[src/rtl/snoop_ac_queue.sv]
// snoop_ac_queue: ingress buffer for ACE snoop requests (AC channel).
// Requests are queued in a DEPTH-entry FIFO. The head is offered downstream
// with AXI-stable valid/ready semantics. An unpresented head is held back
// while the miss handler flushes or an AMO targets the same cache line.
// A watchdog pulses stall_o once when the head has been blocked STALL_LIMIT
// consecutive cycles.
//
// Ports:
//   clk_i, rst_ni                     clock, async active-low reset
//   ac_valid_i/ac_ready_o             upstream handshake
//   ac_addr_i/ac_snoop_i/ac_prot_i    upstream payload
//   out_valid_o/out_ready_i           downstream handshake
//   out_addr_o/out_snoop_o/out_prot_o head payload (don't-care when empty)
//   flushing_i, amo_valid_i, amo_addr_i  hold-back sources
//   count_o                           occupancy
//   stall_o                           one-cycle blocked-head pulse
module snoop_ac_queue #(
  parameter int DEPTH       = 4,
  parameter int LINE_OFFSET = 4,
  parameter int STALL_LIMIT = 255
) (
  input  logic                     clk_i,
  input  logic                     rst_ni,
  input  logic                     ac_valid_i,
  output logic                     ac_ready_o,
  input  logic [63:0]              ac_addr_i,
  input  logic [3:0]               ac_snoop_i,
  input  logic [2:0]               ac_prot_i,
  output logic                     out_valid_o,
  input  logic                     out_ready_i,
  output logic [63:0]              out_addr_o,
  output logic [3:0]               out_snoop_o,
  output logic [2:0]               out_prot_o,
  input  logic                     flushing_i,
  input  logic                     amo_valid_i,
  input  logic [63:0]              amo_addr_i,
  output logic [$clog2(DEPTH):0]   count_o,
  output logic                     stall_o
);

  localparam int PW = $clog2(DEPTH);
  localparam int CW = PW + 1;

  logic [63:0]   addr_mem_q  [DEPTH];
  logic [63:0]   addr_mem_d  [DEPTH];
  logic [3:0]    snoop_mem_q [DEPTH];
  logic [3:0]    snoop_mem_d [DEPTH];
  logic [2:0]    prot_mem_q  [DEPTH];
  logic [2:0]    prot_mem_d  [DEPTH];

  logic [PW-1:0] wptr_q, wptr_d;
  logic [PW-1:0] rptr_q, rptr_d;
  logic [CW-1:0] cnt_q, cnt_d;
  logic          pres_q, pres_d;
  logic [7:0]    stall_cnt_q, stall_cnt_d;

  logic          push, pop, block, not_empty, head_blocked;

  // Only the line address of the AMO participates in the conflict check.
  logic unused_amo_offset;
  assign unused_amo_offset = ^amo_addr_i[LINE_OFFSET-1:0];

  assign not_empty   = (cnt_q != '0);
  assign ac_ready_o  = (cnt_q != CW'(DEPTH));
  assign out_addr_o  = addr_mem_q[rptr_q];
  assign out_snoop_o = snoop_mem_q[rptr_q];
  assign out_prot_o  = prot_mem_q[rptr_q];
  assign count_o     = cnt_q;

  assign block = flushing_i ||
                 (amo_valid_i && (amo_addr_i[63:LINE_OFFSET] == out_addr_o[63:LINE_OFFSET]));

  // Once presented (pres_q), the head stays valid regardless of block.
  assign out_valid_o  = not_empty && (pres_q || !block);
  assign head_blocked = not_empty && !out_valid_o;

  assign push = ac_valid_i && ac_ready_o;
  assign pop  = out_valid_o && out_ready_i;

  // Pulse in the cycle whose edge brings the counter to STALL_LIMIT; the
  // counter then saturates, so the pulse cannot repeat without a reset.
  assign stall_o = head_blocked && (stall_cnt_q == 8'(STALL_LIMIT - 1));

  always_comb begin
    addr_mem_d  = addr_mem_q;
    snoop_mem_d = snoop_mem_q;
    prot_mem_d  = prot_mem_q;
    wptr_d      = wptr_q;
    rptr_d      = rptr_q;
    cnt_d       = cnt_q;
    pres_d      = pres_q;
    stall_cnt_d = stall_cnt_q;

    if (push) begin
      addr_mem_d[wptr_q]  = ac_addr_i;
      snoop_mem_d[wptr_q] = ac_snoop_i;
      prot_mem_d[wptr_q]  = ac_prot_i;
      wptr_d              = wptr_q + PW'(1);
    end
    if (pop) begin
      rptr_d = rptr_q + PW'(1);
    end

    case ({push, pop})
      2'b10:   cnt_d = cnt_q + CW'(1);
      2'b01:   cnt_d = cnt_q - CW'(1);
      default: cnt_d = cnt_q;
    endcase

    if (pop) begin
      pres_d = 1'b0;
    end else if (out_valid_o) begin
      pres_d = 1'b1;
    end

    if (!head_blocked) begin
      stall_cnt_d = '0;
    end else if (stall_cnt_q != 8'(STALL_LIMIT)) begin
      stall_cnt_d = stall_cnt_q + 8'd1;
    end
  end

  always_ff @(posedge clk_i or negedge rst_ni) begin
    if (!rst_ni) begin
      for (int i = 0; i < DEPTH; i++) begin
        addr_mem_q[i]  <= '0;
        snoop_mem_q[i] <= '0;
        prot_mem_q[i]  <= '0;
      end
      wptr_q      <= '0;
      rptr_q      <= '0;
      cnt_q       <= '0;
      pres_q      <= 1'b0;
      stall_cnt_q <= '0;
    end else begin
      addr_mem_q  <= addr_mem_d;
      snoop_mem_q <= snoop_mem_d;
      prot_mem_q  <= prot_mem_d;
      wptr_q      <= wptr_d;
      rptr_q      <= rptr_d;
      cnt_q       <= cnt_d;
      pres_q      <= pres_d;
      stall_cnt_q <= stall_cnt_d;
    end
  end

endmodule

[config.mk]
export PLATFORM = sky130hd
export DESIGN_NAME = snoop_ac_queue
export DESIGN_NICKNAME = d
export VERILOG_FILES = /design/src/rtl/snoop_ac_queue.sv
export SDC_FILE = /design/constraint.sdc
export NUM_CORES = 1
export LEC_CHECK = 0
export BUFFER_PORTS_ARGS = -buffer_cell sky130_fd_sc_hd__buf_4
export CAP_MARGIN = 15
export CORE_MARGIN = 2
export CORE_UTILIZATION = 40
export CTS_CLUSTER_SIZE = 16
export DETAILED_ROUTE_END_ITERATION = 10
export GPL_TIMING_DRIVEN = 0
export REMOVE_ABC_BUFFERS = 1
export SLEW_MARGIN = 30
export SYNTH_ARGS = -nofsm -noshare
export SYNTH_HDL_FRONTEND = slang
export SYNTH_SLANG_ARGS = --single-unit
[constraint.sdc]
create_clock -name clk_i -period 4.55 [get_ports clk_i]
set_clock_uncertainty 0.15 [all_clocks]
set_input_delay 0.6825 -clock clk_i [delete_from_list [all_inputs] [get_ports clk_i]]
set_output_delay 0.6825 -clock clk_i [all_outputs]
set_load 0.02 [all_outputs]
# Word level (Yosys, flattened, before mapping)
# Cells that the tools add are included.
[totals]
register_bits = 300
inputBits = 141
output_inout_bits = 77
elab_cells = 71
[classes]
addsub = 5
order_cmp = 3
n_eq_ne = 7
n_mux = 23
bitwise_logic = 2
n_reduce_logical = 14
[ops]
columns = ["op", "n"]
rows = [
  ["256-bit bitwise mux", 1],
  ["64-bit 2-to-1 mux", 3],
  ["64-bit binary-select mux with 2-bit select", 1],
  ["64-bit demux with 2-bit select", 1],
  ["60-bit == test", 1],
  ["16-bit bitwise mux", 1],
  ["8-bit 2-to-1 mux", 2],
  ["12-bit bitwise mux", 1],
  ["4-bit 2-to-1 mux", 3],
  ["3-bit 2-to-1 mux", 3],
  ["8-bit by 1-bit adder with 8-bit output (second input constant)", 1],
  ["4-bit binary-select mux with 2-bit select", 1],
  ["4-bit demux with 2-bit select", 1],
  ["8-bit == test (second input constant)", 1],
  ["8-bit != test (second input constant)", 1],
  ["1-bit logical AND", 7],
  ["3-bit binary-select mux with 2-bit select", 1],
  ["3-bit demux with 2-bit select", 1],
  ["3-bit greater-or-equal comparator (second input constant)", 2],
  ["2-bit NOT with 3-bit output", 2],
  ["3-bit case mux with 2 select lines", 1],
  ["2-bit by 1-bit adder with 2-bit output (second input constant)", 2],
  ["2-bit nonzero test", 2],
  ["3-bit by 1-bit adder with 3-bit output (second input constant)", 1],
  ["other kinds (10)", 13],
]

# Depth between registers and ports, before layout
[logic_depth]
depth_word = 13
ltp_mapped = 18
mapped_depth_nobuf = 14

# Least setup slack after synthesis
# Ideal clock, no wire load.
[synth_path]
path_kind = "reg2out"
start = "reg rptr_q[0]"
end = "out stall_o"
arrival_ns = 2.835
t_required_ns = 3.717
path_slack_ns = 0.883
stages_incl_launch_ff = 12
n_path_buf = 3
cell_sequence = "dfrtp_1 buf_6 buf_12 mux4_1 xnor2_1 nand4_1 nor4_1 and4_1 a31oi_1 or2_1 buf_6 nor3_2"
[synth_between]
elab_chain_cells = 13
[synth_rtl]
columns = ["element", "line_no", "text"]
rows = [
  ["start, declared", "52", "logic [PW-1:0] rptr_q, rptr_d;"],
  ["start signal, assigned", "140", "rptr_q <= rptr_d;"],
  ["2-bit NOT with 3-bit output (not written as such)", "65", "assign out_addr_o = addr_mem_q[rptr_q];"],
  ["64-bit binary-select mux with 2-bit select", "65", ""],
  ["64-bit 2-to-1 mux (not written as such) (2 in a row)", "65", ""],
  ["net out_addr_o[22]", "31", "output logic [63:0] out_addr_o,"],
  ["60-bit == test", "71", "(amo_valid_i && (amo_addr_i[63:LINE_OFFSET] == out_addr_o[63:LINE_OFFSET]));"],
  ["1-bit logical AND", "71", ""],
  ["1-bit logical OR", "70", "assign block = flushing_i ||"],
  ["1-bit logical NOT", "74", "assign out_valid_o = not_empty && (pres_q || !block);"],
  ["1-bit logical OR", "74", ""],
  ["1-bit logical AND", "74", ""],
  ["1-bit logical NOT", "75", "assign head_blocked = not_empty && !out_valid_o;"],
  ["1-bit logical AND", "75", ""],
  ["1-bit logical AND", "82", "assign stall_o = head_blocked && (stall_cnt_q == 8'(STALL_LIMIT - 1));"],
  ["end, declared", "38", "output logic stall_o"],
]
# The timed path passes the listed nets, and every way through them passes these cells. The select of a mux whose other input is x is not followed.

# Final worst setup path
[layout_path]
start = "reg rptr_q[0]"
end = "out out_valid_o"
[layout_between]
elab_chain_cells = 10
[layout_rtl]
columns = ["element", "line_no", "text"]
rows = [
  ["2-bit NOT with 3-bit output (not written as such)", "65", ""],
  ["64-bit binary-select mux with 2-bit select", "65", ""],
  ["64-bit 2-to-1 mux (not written as such) (2 in a row)", "65", ""],
  ["60-bit == test", "71", ""],
  ["1-bit logical AND", "71", ""],
  ["1-bit logical OR", "70", ""],
  ["1-bit logical NOT", "74", ""],
  ["1-bit logical OR", "74", ""],
  ["1-bit logical AND", "74", ""],
  ["end, declared", "29", "output logic out_valid_o,"],
]
# Every way passes these cells. The select of a mux whose other input is x is not followed.

==> metrics.md <==
| Metric | Value |
|---|---|
| Status | finished clean |
| Post-synth design cell area | around 15000 µm² |
| Antenna fix cells | 0 |
| DIE AREA | 38000 µm² |
| Initial Utilization | 40.8% |
| Clock latency on the worst-skew pair | 0.50 ns |
| Global Route Usage Sum | 20.2% |
| Worst setup SP type | flip-flop |
| Final hold vios | 0 |
| Overflow after GRT | 0 |
| Port bufs | 213 |
| Clk pwr share | between 10% and 20% |
| Initial DRC Count | about 400 |
| Die X | 195 µm |
| CP arrival | around 3.6 ns |
| Core area | 35700 µm² |
| CP Cell Sequence | buf_16 -> buf_4 -> mux4_2 -> xnor2_1 -> nand4_1 -> nor4_4 -> and4_4 -> a31oi_4 -> or2_4 -> and2_4 -> buf_4 |
| Crit path buffers/inverters | 3 |
| GP Congestion | 0.768 |
| Clock Path Buffers | 3 |
| Pre-antenna DRT Iters | 4 |
| NetSw | 5670 µW |
| Vias in the first global route | 9860 |
| Final Max Slew Viols | 0 |
| Wire per inst | 22.2 µm |
| Setup Viol. Count Final | 0 |
| CTS tree | yes |
| Pin count of the biggest net entering global routing | 80 |
| # H-tree levels | 2 |
| Kind of cell adding the most delay to the critical path | simple AND/OR/NAND/NOR gates |
| Crit Path Max Fanout | 12 |
| DRC Markers | 0 |
| Global-route wire length before repair | 59.0 mm |
| Worst slew pin tran | 0.577 ns |
| Antenna viol nets, final | 0 |
| Worst min-delay path category | in -> reg |
| Most used cell, CP | buf_4 |
| Initial antenna violation count | 1 |
| Element type at the critical path end | primary output |
| PwrDens | 847 nW/µm² |
| Final nets | 1372 |
| Crit Path Class | reg -> out |
| Asr flop ratio synth | 100% |
| Post-synth EDFFs | 0 |
| Die Span Y | approximately 200 µm |
| Synth Warn # | 0 |
| Rel. slew slack | between 60 and 70% |
| RSZ-0062 raised after global routing | no |
| Fin crit period | 4.47 ns |
| Share of layout cells above drive strength 1 | 54.8% |
| Sequential share of the synthesized area | approximately half |
| Commonest non-fill, non-tap cell in the layout | dfrtp_1 |
| Via count | about 9200 |
| Worst vdd ir | about 0.00047 V |
| Avg Cell Area, Syn | 14.9 µm² |
| CTS sink count | 300 |
| Leakage | 0.00829 µW |
| Root Buffer | clkbuf_16 |
| Int Pwr | 10100 µW |
| Combinational power share | 51.7% |
| Post-DR vias/cell | around 5.4 |
| Synth-to-Final Area Change | 28.0% |
| Sw Share | 35.8% |
| Prevailing post-synth register cell | dfrtp_1 |
| WP data required | between 3 and 4 ns |
| Non-Filler Instances | approximately 1700 |
| Placed cells | 1618 |
| Most frequent cells in the layout | dfrtp_1, mux2_2, buf_4 |
| Cell Rows | 69 |
| Fmax | 224 MHz |
| I/O pins | 218 |
| Crit-path slowest cell | dfrtp_4 |
| Sequential power share | between 20% and 30% |
| CTS Buf Count | 36 |
| Overall power | 15800 µW |
| Fin crit share | 98.2% |
| Synth cell types | 60 |
| CP max stage delay | 0.52 ns |
| Hpwl dp | 25.4 mm |
| Seq cells post-synth | 300 |
| Synth Instances | around 980 |
| Final WL | 37.9 mm |
| CTS clk-pin slew, worst paths | 0.06 ns |
| Maxcap violations | 0 |
## power by group through the flow
stage                     combinational (µW)  sequential, µW  clock (µW)
after floorplan                         4980            4800           0
after global placement                  7320            5130           0
after detailed placement                7510            4850           0
after CTS                               8170            4710        3010
after global routing                    8720            4900        3140
final                                   8170            4730        2920
## cells in the mapped netlist (4+ instances only)
cell type | n | share of area, %
a21oi_1 | 6 | 0.21
a221oi_1 | 4 | 0.24
a22oi_1 | 5 | 0.26
buf_1 | 14 | 0.36
buf_4 | 8 | 0.41
buf_6 | 9 | 0.69
clkbuf_1 | 19 | 0.49
dfrtp_1 | 300 | 51
ha_1 | 7 | 0.60
inv_1 | 22 | 0.57
mux2_2 | 290 | 22
mux2i_1 | 71 | 4.9
mux4_1 | 19 | 3.4
mux4_2 | 33 | 5.1
nand2_1 | 10 | 0.26
nand2b_1 | 9 | 0.39
nand3_1 | 6 | 0.21
nand4_1 | 10 | 0.43
nor2_1 | 13 | 0.33
nor3_2 | 8 | 0.55
nor4_1 | 4 | 0.17
o2111ai_1 | 4 | 0.24
o21ai_0 | 5 | 0.17
o22ai_1 | 10 | 0.43
o2bb2ai_1 | 4 | 0.24
xnor2_1 | 36 | 2.2
xor2_1 | 9 | 0.54
## worst register-to-register path, stage by stage (launching register included)
cell     delay (ns)
dfrtp_4        0.52
buf_16         0.17
buf_4          0.16
mux4_2         0.46
xnor2_1        0.18
nand4_1        0.23
nor4_4         0.41
and4_4         0.31
a31oi_4        0.10
buf_4          0.17
o21ai_0        0.30
inv_1          0.09
ha_1           0.22
inv_1          0.08
fa_1           0.18
xor2_1         0.15
nor2_1         0.06
xor2_1         0.14
## logic make-up after synthesis
logic type / after synthesis / share of synthesized area (%)
AND/OR/NAND/NOR: 72 / 2.88
XOR/XNOR: 46 / 2.81
buffers and inverters: 75 / 2.83
multiplexers: 413 / 35.8
AO/OA/AOI/OAI: 65 / 3.57
adder cells (fa/ha/maj): 8 / 0.737
flip-flops: 300 / 51.4
## registers in the layout (all words and copies together), names as in the netlist
| signal | flops |
|---|---|
| addr_mem_q | 256 |
| count_o | 3 |
| pres_q | 1 |
| prot_mem_q | 12 |
| rptr_q | 2 |
| snoop_mem_q | 16 |
| stall_cnt_q | 8 |
| wptr_q | 2 |
## repair_timing
| action | 4_1_cts | 5_1_grt |
|---|---|---|
| endpoints found under the hold margin | 15 | 0 |
| hold buffers | 1 | 0 |
| gates cloned | 6 | 0 |
| gates resized for setup | 29 | 13 |
| pin swaps | 9 | 12 |
| endpoints found under the setup margin | 5 | 2 |
| setup buffers | 8 | 13 |
## final cells by class
class	count	area [µm²]
clock buffer	51	1060
fill	3084	17100
tap	461	577
clock inverter	9	149
multi-input combinational	604	6860
sequential	300	7510
timing repair buffer	259	2440
inverter	22	82.6
## final timing paths
check / from / endpoint / slack [ns] / depth (start not counted)
setup / recovery: rptr_q[0] / out_valid_o / 0.08 / 11
hold / removal: ac_addr_i[63] / addr_mem_q[63] / 0.29 / 2
setup reg to reg: rptr_q[0] / count_o[2] / 0.35 / 17
hold reg to reg: addr_mem_q[170] / addr_mem_q[170] / 0.34 / 1
max in group asynchronous: rst_ni / rptr_q[0] / 2.46 / 5
min in group asynchronous: rst_ni / snoop_mem_q[4] / 0.43 / 2
## metrics by stage
| step | setup WS, ns | utilization (%) | hold WS [ns] | TNS [ns] | instance area (µm²) |
|---|---|---|---|---|---|
| 2_1_floorplan | -1.69 | - | 0.237 | -18.98 | 14300 |
| 3_3_place_gp | -4.75 | 46.0 | 0.331 | -339.33 | 16400 |
| 3_5_place_dp | -0.614 | 47.3 | 0.334 | -2.13 | 16900 |
| 4_1_cts | 0.00304 | 51.9 | 0.263 | 0 | 18500 |
| 5_1_grt | 0.00324 | 52.3 | 0.269 | 0 | 18700 |
| 6_report | 0.0819 | 52.3 | 0.288 | 0 | 18700 |
## routing by layer
layer / part of all wire (%) / GRT usage, % / vias to the layer above
met5: 0.018 / 0 / -
met4: 1.7 / 4.33 / 2
met3: 5.8 / 4.28 / 50
met2: 48 / 33.2 / 237
met1: 44 / 27.8 / 4757
li1: - / - / 4177
(Power assumes the default switching activity.)
